File: src/rtl/kmap_pkg.sv
// rtl/kmap_pkg.sv - shared types and sizes for the 4-input truth table scanner
package kmap_pkg;

    localparam int NUM_VARS     = 4;
    localparam int NUM_MINTERMS = 16;
    localparam int MINTERM_W    = 4;
    localparam int COUNT_W      = 5;

    localparam logic [MINTERM_W-1:0] LAST_MINTERM = MINTERM_W'(NUM_MINTERMS - 1);

    typedef enum logic [1:0] {
        ST_IDLE   = 2'd0,
        ST_SETTLE = 2'd1,
        ST_SAMPLE = 2'd2,
        ST_DONE   = 2'd3
    } state_e;

endpackage

File: src/rtl/kmap_truth_table_scanner_if.sv
// rtl/kmap_truth_table_scanner_if.sv - control, function-under-test and result signals of the scanner
interface kmap_truth_table_scanner_if;
    import kmap_pkg::*;

    logic                     start;
    logic [NUM_MINTERMS-1:0]  expected;
    logic                     f_in;
    logic [MINTERM_W-1:0]     pqrs_out;
    logic                     busy;
    logic                     done;
    logic [NUM_MINTERMS-1:0]  truth_table;
    logic [NUM_MINTERMS-1:0]  mismatch_mask;
    logic [COUNT_W-1:0]       mismatch_count;
    logic                     pass;

    modport master (
        output start, expected, f_in,
        input  pqrs_out, busy, done, truth_table, mismatch_mask, mismatch_count, pass
    );

    modport slave (
        input  start, expected, f_in,
        output pqrs_out, busy, done, truth_table, mismatch_mask, mismatch_count, pass
    );

endinterface

File: src/rtl/kmap_settle_timer.sv
// rtl/kmap_settle_timer.sv - loadable down-counter that flags expiry at zero
module kmap_settle_timer #(
    parameter int W = 2
) (
    input  logic         clk,
    input  logic         rst_n,
    input  logic         load,
    input  logic [W-1:0] load_val,
    input  logic         en,
    output logic         expired
);

    logic [W-1:0] cnt;

    always_ff @(posedge clk or negedge rst_n) begin
        if (!rst_n) begin
            cnt <= '0;
        end else if (load) begin
            cnt <= load_val;
        end else if (en && cnt != '0) begin
            cnt <= cnt - 1'b1;
        end
    end

    assign expired = (cnt == '0);

endmodule

File: src/rtl/kmap_truth_table_scanner.sv
// rtl/kmap_truth_table_scanner.sv - sweeps {P,Q,R,S}, captures F and scores it against an expected table
module kmap_truth_table_scanner
    import kmap_pkg::*;
#(
    parameter int SETTLE_CYCLES = 2
) (
    input  logic                      clk,
    input  logic                      rst_n,
    kmap_truth_table_scanner_if.slave bus
);

    localparam int TW = (SETTLE_CYCLES > 1) ? $clog2(SETTLE_CYCLES) : 1;

    localparam logic [1:0] IDLE   = ST_IDLE;
    localparam logic [1:0] SETTLE = ST_SETTLE;
    localparam logic [1:0] SAMPLE = ST_SAMPLE;
    localparam logic [1:0] DONE   = ST_DONE;

    logic [1:0]              state;
    logic [MINTERM_W-1:0]    index;
    logic [NUM_MINTERMS-1:0] snap;
    logic [NUM_MINTERMS-1:0] truth_table_q;
    logic [NUM_MINTERMS-1:0] mask_q;
    logic [COUNT_W-1:0]      count_q;
    logic                    pass_q;
    logic                    done_q;

    logic timer_load;
    logic timer_expired;
    logic accept;
    logic miss_bit;

    assign accept   = (state == IDLE) && bus.start;
    assign miss_bit = bus.f_in ^ snap[index];

    // Timer is reloaded for every minterm, so each one gets the full settle window.
    assign timer_load = accept || (state == SAMPLE && index != LAST_MINTERM);

    kmap_settle_timer #(
        .W (TW)
    ) u_settle_timer (
        .clk      (clk),
        .rst_n    (rst_n),
        .load     (timer_load),
        .load_val (TW'(SETTLE_CYCLES - 1)),
        .en       (state == SETTLE),
        .expired  (timer_expired)
    );

    always_ff @(posedge clk or negedge rst_n) begin
        if (!rst_n) begin
            state         <= IDLE;
            index         <= '0;
            snap          <= '0;
            truth_table_q <= '0;
            mask_q        <= '0;
            count_q       <= '0;
            pass_q        <= 1'b0;
            done_q        <= 1'b0;
        end else begin
            done_q <= 1'b0;
            case (state)
                IDLE: begin
                    if (bus.start) begin
                        snap          <= bus.expected;
                        index         <= '0;
                        truth_table_q <= '0;
                        mask_q        <= '0;
                        count_q       <= '0;
                        pass_q        <= 1'b0;
                        state         <= SETTLE;
                    end
                end
                SETTLE: begin
                    if (timer_expired) begin
                        state <= SAMPLE;
                    end
                end
                SAMPLE: begin
                    truth_table_q[index] <= bus.f_in;
                    mask_q[index]        <= miss_bit;
                    count_q              <= count_q + {{(COUNT_W-1){1'b0}}, miss_bit};
                    if (index == LAST_MINTERM) begin
                        state <= DONE;
                    end else begin
                        index <= index + 1'b1;
                        state <= SETTLE;
                    end
                end
                DONE: begin
                    // Count is final here, so the verdict and pulse land together.
                    done_q <= 1'b1;
                    pass_q <= (count_q == '0);
                    state  <= IDLE;
                end
                default: state <= IDLE;
            endcase
        end
    end

    assign bus.pqrs_out       = index;
    assign bus.busy           = (state == SETTLE) || (state == SAMPLE);
    assign bus.done           = done_q;
    assign bus.truth_table    = truth_table_q;
    assign bus.mismatch_mask  = mask_q;
    assign bus.mismatch_count = count_q;
    assign bus.pass           = pass_q;

endmodule

File: src/flat_wrapper.sv
// flat-port wrapper written by rule: the top's interface ports become plain ports
module kmap_truth_table_scanner_flat import kmap_pkg::*;
#(
    parameter int SETTLE_CYCLES = 2
)
  (clk, rst_n, bus_start, bus_expected, bus_f_in, bus_pqrs_out, bus_busy, bus_done, bus_truth_table, bus_mismatch_mask, bus_mismatch_count, bus_pass);
  kmap_truth_table_scanner_if bus_i ();
  input  logic clk;
  input  logic rst_n;
  input wire logic [$bits(bus_i.start)-1:0] bus_start;
  input wire logic [$bits(bus_i.expected)-1:0] bus_expected;
  input wire logic [$bits(bus_i.f_in)-1:0] bus_f_in;
  output wire logic [$bits(bus_i.pqrs_out)-1:0] bus_pqrs_out;
  output wire logic [$bits(bus_i.busy)-1:0] bus_busy;
  output wire logic [$bits(bus_i.done)-1:0] bus_done;
  output wire logic [$bits(bus_i.truth_table)-1:0] bus_truth_table;
  output wire logic [$bits(bus_i.mismatch_mask)-1:0] bus_mismatch_mask;
  output wire logic [$bits(bus_i.mismatch_count)-1:0] bus_mismatch_count;
  output wire logic [$bits(bus_i.pass)-1:0] bus_pass;
  assign bus_i.start = bus_start;
  assign bus_i.expected = bus_expected;
  assign bus_i.f_in = bus_f_in;
  assign bus_pqrs_out = bus_i.pqrs_out;
  assign bus_busy = bus_i.busy;
  assign bus_done = bus_i.done;
  assign bus_truth_table = bus_i.truth_table;
  assign bus_mismatch_mask = bus_i.mismatch_mask;
  assign bus_mismatch_count = bus_i.mismatch_count;
  assign bus_pass = bus_i.pass;
  kmap_truth_table_scanner #(.SETTLE_CYCLES(SETTLE_CYCLES)) u_core (.clk(clk), .rst_n(rst_n), .bus(bus_i));
endmodule
File: config.mk
export PLATFORM = sky130hd
export DESIGN_NAME = kmap_truth_table_scanner_flat
export DESIGN_NICKNAME = d
export VERILOG_FILES = /design/src/rtl/kmap_pkg.sv /design/src/rtl/kmap_truth_table_scanner_if.sv /design/src/rtl/kmap_settle_timer.sv /design/src/rtl/kmap_truth_table_scanner.sv /design/src/flat_wrapper.sv
export SDC_FILE = /design/constraint.sdc
export NUM_CORES = 1
export LEC_CHECK = 0
export BUFFER_PORTS_ARGS = -buffer_cell sky130_fd_sc_hd__buf_2
export CELL_PAD_IN_SITES_DETAIL_PLACEMENT = 0
export CELL_PAD_IN_SITES_GLOBAL_PLACEMENT = 1
export CORE_ASPECT_RATIO = 1.75
export CORE_UTILIZATION = 39
export CTS_BUF_LIST = sky130_fd_sc_hd__clkbuf_4 sky130_fd_sc_hd__clkbuf_8
export DETAILED_ROUTE_END_ITERATION = 16
export GPL_ROUTABILITY_DRIVEN = 0
export PLACE_DENSITY_LB_ADDON = 0.05
export RECOVER_POWER = 100
export SYNTH_ARGS = -nofsm -noshare
export SYNTH_HDL_FRONTEND = slang
export SYNTH_SLANG_ARGS = --single-unit
File: constraint.sdc
create_clock -name clk -period 2.4 [get_ports clk]
set_clock_uncertainty 0.05 [all_clocks]
set_input_delay 0.48 -clock clk [delete_from_list [all_inputs] [get_ports clk]]
set_output_delay 0.48 -clock clk [all_outputs]
set_load 0.005 [all_outputs]
==> results of run 1 <==
-- area by class of cell --
type	count	area, µm²
fill	712	3600
inverter	5	18.8
timing repair buffer	78	408
tap	86	108
clock inverter	4	70.1
multi-input combinational	197	1380
sequential	62	1550
clock buffer	12	153
-- cell families (layout without fill, tap and decap cells) --
logic type	count (synthesis)	after routing	share of synthesized area
mux	29	29	0.115
compound gates	52	52	0.109
flops	62	62	0.522
simple gates	100	100	0.158
xor+xnor	6	6	0.0240
fa+ha+maj	10	10	0.0421
buf+inv	21	99	0.0311
-- cell usage after synthesis, types with 3 or more instances --
library cell,number
o31ai_1,3
nand3_1,39
ha_1,10
clkbuf_1,10
mux2_2,18
o22ai_1,6
nand4_1,3
a21oi_1,8
nand2b_1,3
mux2i_1,9
inv_1,5
dfrtp_1,62
xor2_1,4
nand2_1,32
nor2_1,15
o21ai_0,23
-- layout by cell type (no fill, tap or decap), types with 3 or more instances in the layout --
cell type  synthesis  final
buf_4              1     12
nand4_1            3      3
ha_1              10      8
xor2_1             4      4
clkbuf_8           0     10
buf_2              2     49
o31ai_1            3      3
inv_1              5      5
o21ai_0           23     23
mux2i_1            9      9
clkbuf_1          10     15
o22ai_1            6      6
nand3_1           39     39
a21oi_1            8      7
dfrtp_1           62     61
nand2_1           32     32
nor2_1            15     14
mux2_2            18     17
nand2b_1           3      3
-- routing by layer --
layer | global-route usage | wire length (µm)
met5 | 0 | 0
met4 | 0.0872 | 147
met3 | 0.0475 | 306
met2 | 0.326 | 3660
met1 | 0.248 | 3010
-- sequential cells by signal (all words and copies together) (netlist names) --
register                   flops
u_core.bus.done                1
u_core.bus.mismatch_count      5
u_core.bus.mismatch_mask      16
u_core.bus.pass                1
u_core.bus.pqrs_out            4
u_core.bus.truth_table        16
u_core.snap                   16
u_core.state                   2
u_core.u_settle_timer.cnt      1
-- power by group --
group          switching, W  total (W)  internal (W)
clock              0.000411    0.00104      0.000633
sequential         0.000241    0.00163       0.00139
combinational       0.00105    0.00199      0.000937
-- metrics by stage --
step	TNS, ns	utilization	power, W	hold slack [ns]	cells
CTS	0	0.509	0.00469	0.0873	444
global placement	-0.0849	0.474	0.00357	0.409	427
floorplan	-0.00415	-	0.00289	0.134	280
finish	0	0.506	0.00466	0.313	444
global route	-0.0789	0.506	0.00500	0.292	444
detailed placement	-0.177	0.474	0.00360	0.412	427
-- worst max-delay path, cell delays in order (launching register included) --
cell	delay [ns]
dfrtp_2	0.45
buf_4	0.15
mux2i_1	0.12
mux4_2	0.50
nor2_4	0.12
a21oi_4	0.04
xnor2_2	0.14
ha_2	0.22
ha_4	0.16
nand4_1	0.09
xor2_1	0.15
nor2_1	0.05
-- final timing paths --
kind	startpoint	endpoint	slack, ns
max in group asynchronous	rst_n	u_core.bus.pqrs_out[1]	0.71
setup reg to reg	u_core.bus.pqrs_out[1]	u_core.bus.mismatch_count[4]	0.06
hold reg to reg	u_core.bus.pass	u_core.bus.pass	0.43
min in group asynchronous	rst_n	u_core.bus.mismatch_mask[8]	0.55
hold / removal	bus_expected[5]	u_core.snap[5]	0.31
setup / recovery	u_core.bus.pqrs_out[1]	u_core.bus.mismatch_count[4]	0.06
-- what timing repair did --
action                                  in CTS  in global routing
endpoints found under the setup margin       3                  3
resized for setup                            5                  3
buffers inserted                             1                  0
pin swaps                                    2                  2
gates cloned                                 0                  0
==> impl_metrics.env, run 1 <==
export IMPL_grt_ovfl_total=0
export IMPL_htreeDepth=3
export IMPL_yosysWarnings=0
export IMPL_worstPathRequired_ns=2.59
export IMPL_period_minus_slack_ns=2.34
export IMPL_root_buffer="clkbuf_8"
export IMPL_grt_first_pass_wirelength_mm=12.0
export IMPL_area_growth_pct=24.0
export IMPL_start_util=0.408
export IMPL_rsz0062_at_grt="yes"
export IMPL_critPathLaunchType="register"
export IMPL_maxCapViolCount=1
export IMPL_cts_tree="done"
export IMPL_violations="max-capacitance violations, max-slew violations"
export IMPL_synth_edf_count=0
export IMPL_ioPinCount=64
export IMPL_synth_nets=310
export IMPL_rows=41
export IMPL_avgSynthCellArea_um2=10.6
export IMPL_ctsHoldBuffers=0
export IMPL_hold_depth=2
export IMPL_synthCells=280
export IMPL_vdd_drop_max_mv=0.972
export IMPL_drive_gt1_frac=0.310
export IMPL_ys_seq_area_frac=0.522
export IMPL_p_leak_nw=1.70
export IMPL_grtUsageTotal=0.202
export IMPL_path_clk_slew_ns=0.07
export IMPL_syn_area_um2=2970
export IMPL_worst_pin_slew_ns=1.56
export IMPL_clock_latency_ns=0.35
export IMPL_synthTopCellsByArea="dfrtp_1 (52%), mux2_2 (6.8%), nand3_1 (6.6%), ha_1 (4.2%), nand2_1 (4.0%)"
export IMPL_min_period_over_period=0.973
export IMPL_clock_sinks=62
export IMPL_max_freq_mhz=428
export IMPL_critPathKind="register to register"
export IMPL_ys_types=39
export IMPL_first_pass_iters=4
export IMPL_drt_total_wl_mm=7.12
export IMPL_cts_buffers=9
export IMPL_dieHeight_um=118
export IMPL_place_ws_ns=-0.0787
export IMPL_min_path_type="input port to register"
export IMPL_dieArea_um2=7990
export IMPL_core_area_um2=7280
export IMPL_synth_seq_cells=62
export IMPL_drtAntennaViolNets=0
export IMPL_final_area_um2=3690
export IMPL_ys_async_sr_fraction=1.00
export IMPL_finalHoldViolCount=0
export IMPL_power_per_cell_area_nw_per_um2=1260
export IMPL_wl_per_cell_um=16.0
export IMPL_die_w_um=68.0
export IMPL_critPathMaxFanout=5
export IMPL_cp_arrival_ns=2.52
export IMPL_antenna_cells=0
export IMPL_vias_per_cell=5.29
export IMPL_clock_path_buffers=2
export IMPL_setup_viol=0
export IMPL_yosysTopAreaCell="dfrtp_1"
export IMPL_drc=0
export IMPL_status="finished, violations left"
export IMPL_antenna_found_initial=0
export IMPL_fin_ws_ns=0.0647
export IMPL_synth_ff_type="dfrtp_1"
export IMPL_dp_hpwl_mm=5.03
export IMPL_grt_pass1_vias=2379
export IMPL_slew_headroom=-0.0390
export IMPL_r2r_cells=11
export IMPL_final_nets=383
export IMPL_grt_max_degree=63
export IMPL_yosys_area_top_type_share=0.522
export IMPL_num_vias=2350
export IMPL_slew_viol_final=63
export IMPL_io_buffers=63
export IMPL_cp_end_kind="register"
export IMPL_place_area_um2=3450
export IMPL_detail_route_iter0_violations=134
Note: power is estimated with default switching activity, not from simulation.
==> run 2: changes to the inputs <==
--- a/config.mk
+++ b/config.mk
@@ -6,11 +6,11 @@
 export NUM_CORES = 1
 export LEC_CHECK = 0
 export BUFFER_PORTS_ARGS = -buffer_cell sky130_fd_sc_hd__buf_2
-export CELL_PAD_IN_SITES_DETAIL_PLACEMENT = 0
-export CELL_PAD_IN_SITES_GLOBAL_PLACEMENT = 1
 export CORE_ASPECT_RATIO = 1.75
-export CORE_UTILIZATION = 39
+export CORE_MARGIN = 4
+export CORE_UTILIZATION = 51
 export CTS_BUF_LIST = sky130_fd_sc_hd__clkbuf_4 sky130_fd_sc_hd__clkbuf_8
+export CTS_CLUSTER_DIAMETER = 50
 export DETAILED_ROUTE_END_ITERATION = 16
 export GPL_ROUTABILITY_DRIVEN = 0
 export PLACE_DENSITY_LB_ADDON = 0.05
==> run 2 against run 1 <==
  * The run now ends clean
  * Die area down 10%
  * Non-clock buffer count down 1
  * Critical path type unchanged
  * Hold slack gained 0.0046 ns
  * Fmax shrank 1.3%
==> impl_metrics.env, run 2 (same netlist as run 1, synthesis figures left out) <==
export IMPL_dp_hpwl_mm=5.07
export IMPL_whs_endpoint="u_core.snap[5]"
export IMPL_core_area_um2=5630
export IMPL_drtAntennaViolNets=0
export IMPL_r2r_cells=11
export IMPL_dieHeight_um=109
export IMPL_critPathLaunchType="register"
export IMPL_drc=0
export IMPL_power_frac_comb=0.433
export IMPL_slew_viol_final=0
export IMPL_worst_pin_slew_ns=1.31
export IMPL_fillers=500
export IMPL_cts_buffers=9
export IMPL_final_common_cell="dfrtp_1"
export IMPL_worstHoldStart="bus_expected[5]"
export IMPL_p_int_w=0.00272
export IMPL_grt_max_degree=30
export IMPL_min_period_over_period=0.986
export IMPL_area_growth_pct=20.6
export IMPL_reg2reg_setup_slack_ns=0.03
export IMPL_place_ws_ns=0.00800
export IMPL_path_clk_slew_ns=0.07
export IMPL_cp_arrival_ns=2.59
export IMPL_critPathMaxFanout=4
export IMPL_clock_latency_ns=0.34
export IMPL_vdd_drop_max_mv=0.770
export IMPL_dp_cells=417
export IMPL_rsz0062_at_grt="yes"
export IMPL_dieArea_um2=7170
export IMPL_num_vias=2334
export IMPL_detail_route_iter0_violations=111
export IMPL_ctsHoldBuffers=0
export IMPL_rows=36
export IMPL_grt_first_pass_wirelength_mm=11.3
export IMPL_die_w_um=65.7
export IMPL_clock_path_buffers=2
export IMPL_min_path_type="input port to register"
export IMPL_vias_per_cell=5.42
export IMPL_holdWs_ns=0.317
export IMPL_critPathKind="register to register"
export IMPL_first_pass_iters=4
export IMPL_place_area_um2=3430
export IMPL_power_per_cell_area_nw_per_um2=1210
export IMPL_post_cts_buffers=0
export IMPL_start_util=0.528
export IMPL_wl_per_cell_um=15.6
export IMPL_drive_gt1_frac=0.301
export IMPL_setup_viol=0
export IMPL_switchingPower_w=0.00161
export IMPL_slew_headroom=0.125
export IMPL_grt_pass1_vias=2349
export IMPL_hold_depth=2
export IMPL_cp_end_kind="register"
export IMPL_clock_sinks=62
export IMPL_grt_ovfl_total=0
export IMPL_grtUsageTotal=0.210
export IMPL_final_nets=382
export IMPL_fin_cells=431
export IMPL_drt_total_wl_mm=6.75
export IMPL_p_leak_nw=1.66
export IMPL_netSwitchingFraction=0.372
export IMPL_fin_ws_ns=0.0333
export IMPL_antenna_found_initial=0
export IMPL_status="completed"
export IMPL_ioPinCount=64
export IMPL_final_setup_tns_ns=0
export IMPL_r2r_end="u_core.bus.mismatch_count[4]"
export IMPL_final_area_um2=3590
export IMPL_cts_tree="done"
export IMPL_maxCapViolCount=0
export IMPL_finalHoldViolCount=0
export IMPL_clockPowerShare=0.193
export IMPL_max_freq_mhz=423
export IMPL_htreeDepth=3
export IMPL_worstPathRequired_ns=2.63
export IMPL_reg2reg_from="u_core.bus.pqrs_out[1]"
export IMPL_antenna_cells=0
export IMPL_final_cell_mix="dfrtp_1 (61), buf_2 (52), nand3_1 (39), nand2_1 (32), o21ai_0 (23)"
export IMPL_period_minus_slack_ns=2.37
export IMPL_root_buffer="clkbuf_8"
export IMPL_seqPwrFrac=0.375
export IMPL_io_buffers=63
## run 2: cell types whose count changed in the layout (fill, tap and decap cells not counted), moves of 2 or more
cell       previous run  this run
buf_4                12         6
buf_2                49        52
clkbuf_2              1         4
bufinv_16             2         0
clkbuf_8             10        12
## run 2: worst max-delay path, stage by stage, from the launching register on
cell,delay (ns)
dfrtp_2,0.44
buf_6,0.14
mux2i_1,0.11
mux4_2,0.49
nor2_2,0.13
a21oi_2,0.05
xnor2_1,0.15
ha_2,0.23
ha_4,0.13
nand4_1,0.10
xor2_1,0.18
nor2_1,0.11
## run 2: final cells by class
| cell class | instances | area [µm²] | area share |
|---|---|---|---|
| Clock buffer | 13 | 173 | 0.0481 |
| Timing Repair Buffer | 77 | 389 | 0.108 |
| Tap cell | 76 | 95.1 | 0.0265 |
| Multi-Input combinational cell | 197 | 1350 | 0.377 |
| Clock inverter | 1 | 5.00 | 0.00140 |
| Sequential cell | 62 | 1550 | 0.433 |
| Inverter | 5 | 18.8 | 0.00523 |
## run 2: per-stage QoR
step            util  total power (W)
2_1_floorplan      -          0.00289
3_3_place_gp   0.609          0.00352
3_5_place_dp   0.609          0.00356
4_1_cts        0.641          0.00442
5_1_grt        0.637          0.00469
6_report       0.637          0.00433
## run 2: metal layers
metal,track usage,share of wire
met1,0.239,0.39
met4,0.111,0.028
met3,0.0433,0.043
met2,0.361,0.54
met5,0,0
## run 2: worst max-delay path by stage
stage | startpoint | to | slack, ns | depth (start not counted)
6_report | u_core.bus.pqrs_out[1] | u_core.bus.mismatch_count[4] | 0.03 | 11
5_1_grt | u_core.bus.pqrs_out[1] | u_core.bus.mismatch_count[4] | -0.07 | 11
4_1_cts | u_core.bus.pqrs_out[1] | u_core.bus.mismatch_count[1] | 0.001 | 9
3_5_place_dp | u_core.bus.pqrs_out[1] | u_core.bus.mismatch_count[1] | 0.008 | 9
3_3_place_gp | u_core.bus.pqrs_out[1] | u_core.bus.mismatch_count[4] | 0.05 | 11
2_1_floorplan | u_core.bus.pqrs_out[1] | u_core.bus.mismatch_count[1] | -0.004 | 8
## run 2: power by group through the flow
stage | Combinational [W] | Clock [W] | Sequential (W)
2_1_floorplan | 0.00128 | 0 | 0.00161
3_3_place_gp | 0.00189 | 0 | 0.00162
3_5_place_dp | 0.00193 | 0 | 0.00164
4_1_cts | 0.00194 | 0.000865 | 0.00162
5_1_grt | 0.00212 | 0.000900 | 0.00167
6_report | 0.00188 | 0.000835 | 0.00162
## run 2: repair_timing
| item | CTS | global route |
|---|---|---|
| pin swaps | 0 | 5 |
| gates resized for setup | 1 | 4 |
| setup endpoints to repair | 2 | 3 |
